`src/rtl/read_ptr_empty_gray_sync.sv`:
```
// Read-side pointer, empty/almost-empty and fill-count controller for an async FIFO (rclk domain).
// Optional sticky underflow flag enabled by defining RD_UNDERFLOW_DET_EN.
module read_ptr_empty_gray_sync #(
    parameter int unsigned ADDR_W      = 4,
    parameter int unsigned SYNC_STAGES = 2,
    parameter int unsigned AE_THRESH   = 2
) (
    input  logic              rclk,
    input  logic              r_rst,
    input  logic              r_en,
    input  logic [ADDR_W:0]   wptr_gray,
    output logic [ADDR_W:0]   rptr_gray,
    output logic [ADDR_W-1:0] raddr,
    output logic              empty,
    output logic              almost_empty,
    output logic [ADDR_W:0]   rd_count,
    output logic              underflow
);

    logic [ADDR_W:0] rbin_q;
    logic [ADDR_W:0] sync_q [SYNC_STAGES];
    logic [ADDR_W:0] wptr_sync;
    logic [ADDR_W:0] wbin_sync;
    logic [ADDR_W:0] rbin_next;
    logic [ADDR_W:0] rgray_next;
    logic [ADDR_W:0] count_next;
    logic            rd_fire;

    assign wptr_sync = sync_q[SYNC_STAGES-1];
    assign raddr     = rbin_q[ADDR_W-1:0];

    always_comb begin
        wbin_sync = '0;
        for (int i = 0; i <= int'(ADDR_W); i++) begin
            wbin_sync[i] = ^(wptr_sync >> i);
        end
    end

    always_comb begin
        rd_fire    = r_en & ~empty;
        rbin_next  = rbin_q + {{ADDR_W{1'b0}}, rd_fire};
        rgray_next = rbin_next ^ (rbin_next >> 1);
        // Modular difference stays correct across pointer wrap.
        count_next = wbin_sync - rbin_next;
    end

    always_ff @(posedge rclk or negedge r_rst) begin
        if (!r_rst) begin
            for (int i = 0; i < int'(SYNC_STAGES); i++) begin
                sync_q[i] <= '0;
            end
        end else begin
            sync_q[0] <= wptr_gray;
            for (int i = 1; i < int'(SYNC_STAGES); i++) begin
                sync_q[i] <= sync_q[i-1];
            end
        end
    end

    always_ff @(posedge rclk or negedge r_rst) begin
        if (!r_rst) begin
            rbin_q       <= '0;
            rptr_gray    <= '0;
            empty        <= 1'b1;
            almost_empty <= 1'b1;
            rd_count     <= '0;
        end else begin
            rbin_q       <= rbin_next;
            rptr_gray    <= rgray_next;
            empty        <= (rgray_next == wptr_sync);
            almost_empty <= (32'(count_next) <= AE_THRESH);
            rd_count     <= count_next;
        end
    end

`ifdef RD_UNDERFLOW_DET_EN
    always_ff @(posedge rclk or negedge r_rst) begin
        if (!r_rst) begin
            underflow <= 1'b0;
        end else if (r_en && empty) begin
            underflow <= 1'b1;
        end
    end
`else
    assign underflow = 1'b0;
`endif

endmodule

```
`config.mk`:
```
export PLATFORM = sky130hd
export DESIGN_NAME = read_ptr_empty_gray_sync
export DESIGN_NICKNAME = d
export VERILOG_FILES = /design/src/rtl/read_ptr_empty_gray_sync.sv
export SDC_FILE = /design/constraint.sdc
export NUM_CORES = 1
export LEC_CHECK = 0
export ABC_AREA = 1
export ABC_CLOCK_PERIOD_IN_PS = 2200
export CORE_MARGIN = 2
export CORE_UTILIZATION = 45
export DETAILED_ROUTE_END_ITERATION = 6
export PLACE_DENSITY = 0.76
export SETUP_SLACK_MARGIN = 0.2
export SLEW_MARGIN = 10
export SYNTH_ARGS = -nofsm -noshare
export SYNTH_HDL_FRONTEND = slang
export SYNTH_SLANG_ARGS = --single-unit
```
`constraint.sdc`:
```
create_clock -name rclk -period 2.2 [get_ports rclk]
set_input_delay 0.44 -clock rclk [delete_from_list [all_inputs] [get_ports rclk]]
set_output_delay 0.44 -clock rclk [all_outputs]
set_load 0.05 [all_outputs]
```
==> impl_metrics.ini <==
[placed_design]
gp_congestion = 0.804
detailedPlace.worstSlack_ns = -0.352
placement.io_buffers = 23
dp_hpwl_um = 1740

[final_layout]
utilization_pct = 74.0
most-common-layout-cells = nand2_1, buf_4, dfrtp_1
final_net_count = 196
final_common_cell = nand2_1
filler_cell_count = 167
ant_diodes = 0
syn_to_layout_area_delta_pct = 54.1
share_of_final_layout_standard_cells_stronger_than_drive_strength_1_pct = 39.0

[logic_synthesis]
synth_area_per_cell_um2 = 9.16
netlist.area_leader.share_pct = 50.1
seq_area_frac_synth_pct = 54.4
ys_ff_latch = 26
postSynthCellCount = 131
mappedNetlistNets = 144
ys_types = 16
synth_area_leaders = dfrtp_1, nand2_1, xor2_1, nand3_1, inv_1
synth_largest_area_cell = dfrtp_1
synth.yosys.warnings = 0
mappedNetlistArea_um2 = 1200

[global_route]
grt_pass1_wl_um = 4000
gr-total-overflow = 0
antenna_found_initial = 0
first_global_vias = 966
grt_start_max_net_pins = 27
track_usage_pct = 16.6

[critical_path]
critPathKind = flop to flop
worst_setup_path_end_kind = flop
timing.critical_path.arrival_ns = 2.38
critPathLaunchType = flop
critPathRequiredTime_ns = 2.43
timing.reg2reg.worst_path_depth = 12
cp_max_fo = 4

[min_path]
hold_path.class = flop to flop
holdPathStages = 0

[timing]
setup_viol = 0
final.period_utilization_pct = 97.8
period_minus_slack_ns = 2.15
timing_hold_violations_final = 0
grt_setup_unrepaired = yes
finClkSkew_ns = 0.00170
worst_slack_ns = 0.0474
tightest_slew_ns = 0.503
finalMaxSlewViolations = 0
fmaxAchievable_ghz = 0.465
finalHoldWorstSlack_ns = 0.364
max-slew-margin-rel_pct = 66.4

[outcome]
run_status = finished, final reports clean

[route]
vias_per_cell = 4.78
met1Wirelength_um = 1020
drtIter0Drc = 35
detail_route.wirelength_um = 2600
drt-wirelength-per-cell_um = 12.3
met3WireLength_um = 95
met2WireLength_um = 1410
drc = 0
detail_route.first_pass.iterations = 4
postRouteAntennaNets = 0
dr.max_layer_used = met4
detailroute.via_count = 1014

[clock_network]
cts_buffer_count = 3
h-tree-depth = 1
cts_tree = yes
cts_max_path_buffers = 2
cts.sinks = 26
clk_root_buffer_cell = clkbuf_4
clkLatencyLatePin_ns = 0.32
clkSlewWorstSetupHoldPaths_ns = 0.13

[run]
cap_violations = 0

[die]
fp.dieH_um = 55.6
start_util_pct = 48.0
fp-row-count = 18
floorplan.io_pins = 25
dieArea_um2 = 3100
dieWidth_um = 55.6
floorplan_core_area_um2 = 2500
-- through the flow --
step	std cells	TNS, ns	instance area [um^2]
final	212	0	1850
after global routing	212	-0.0967	1850
after CTS	204	0	1710
after detailed placement	196	-1.47	1610
after global placement	196	-0.837	1610
after floorplan	131	0	1260
-- worst paths after layout --
check,startpoint,to,slack [ns]
setup / recovery,empty$_DFF_PN1_,rd_count[3]$_DFF_PN0_,0.05
hold / removal,sync_q[8]$_DFF_PN0_,wptr_sync[3]$_DFF_PN0_,0.36
setup reg to reg,empty$_DFF_PN1_,rd_count[3]$_DFF_PN0_,0.05
hold reg to reg,sync_q[8]$_DFF_PN0_,wptr_sync[3]$_DFF_PN0_,0.36
max in group asynchronous,r_rst,almost_empty$_DFF_PN1_,1.45
min in group asynchronous,r_rst,rd_count[0]$_DFF_PN0_,0.45
-- cell type report --
cell class              count  area [um^2]  area share, %
flip-flops and latches     26          654           35.4
multi-input cells          86          623           33.7
repair buffers             48          428           23.1
inverters                  18         70.1           3.79
well taps                  30         37.5           2.03
clock buffers               4         36.3           1.96
-- worst max-delay path, cell delays in order, from the launching register on --
cell	delay, ns
dfstp_2	0.57
nor2_2	0.04
ha_2	0.18
ha_4	0.17
buf_12	0.13
xnor2_4	0.24
ha_4	0.25
nand2_1	0.05
nand3b_1	0.14
nand2_2	0.07
nand2_2	0.09
buf_6	0.10
nand2_2	0.04
-- synthesized netlist by cell type, drive strengths merged --
master and number:
nand2 42, dfrtp 24, inv 18, nand3 14, xor2 11, nor2 8
ha 5, dfstp 2, xnor2 2, a21oi 1, buf 1, conb 1
nand3b 1, nand4 1
-- cell families (layout without fill, tap and decap cells) --
| group | count (synthesis) | count (layout) | synth area share (%) |
|---|---|---|---|
| flip-flops | 26 | 26 | 54.4 |
| XOR/XNOR | 13 | 13 | 10.7 |
| buffers and inverters | 19 | 70 | 6.26 |
| AND/OR/NAND/NOR | 66 | 66 | 22.6 |
| adder cells (fa/ha/maj) | 5 | 5 | 5.21 |
| other | 1 | 1 | 0.313 |
| AO/OA/AOI/OAI | 1 | 1 | 0.417 |
-- flip-flops by register name, indices dropped and copies added, names as in the netlist --
name,cells
almost_empty,1
empty,1
rbin_q,5
rd_count,5
rptr_gray,4
sync_q,5
wptr_sync,5
-- repair_timing --
action | 4_1_cts | 5_1_grt
buffers inserted | 4 | 8
hold buffers | 0 | 0
setup endpoints to repair | 9 | 6
pin swaps | 10 | 19
gates resized for setup | 13 | 25
hold endpoints to repair | 0 | 0
-- metal layers --
| layer | vias up | global-route usage (%) |
|---|---|---|
| li1 | 496 | - |
| met1 | 475 | 19.4 |
| met2 | 34 | 29.6 |
| met3 | 9 | 3.02 |
| met4 | 0 | 7.32 |
| met5 | - | 0 |
Power is left out: the tool's default activity adds up to more than one toggle a clock period on the data nets, which glitch-free logic cannot reach.
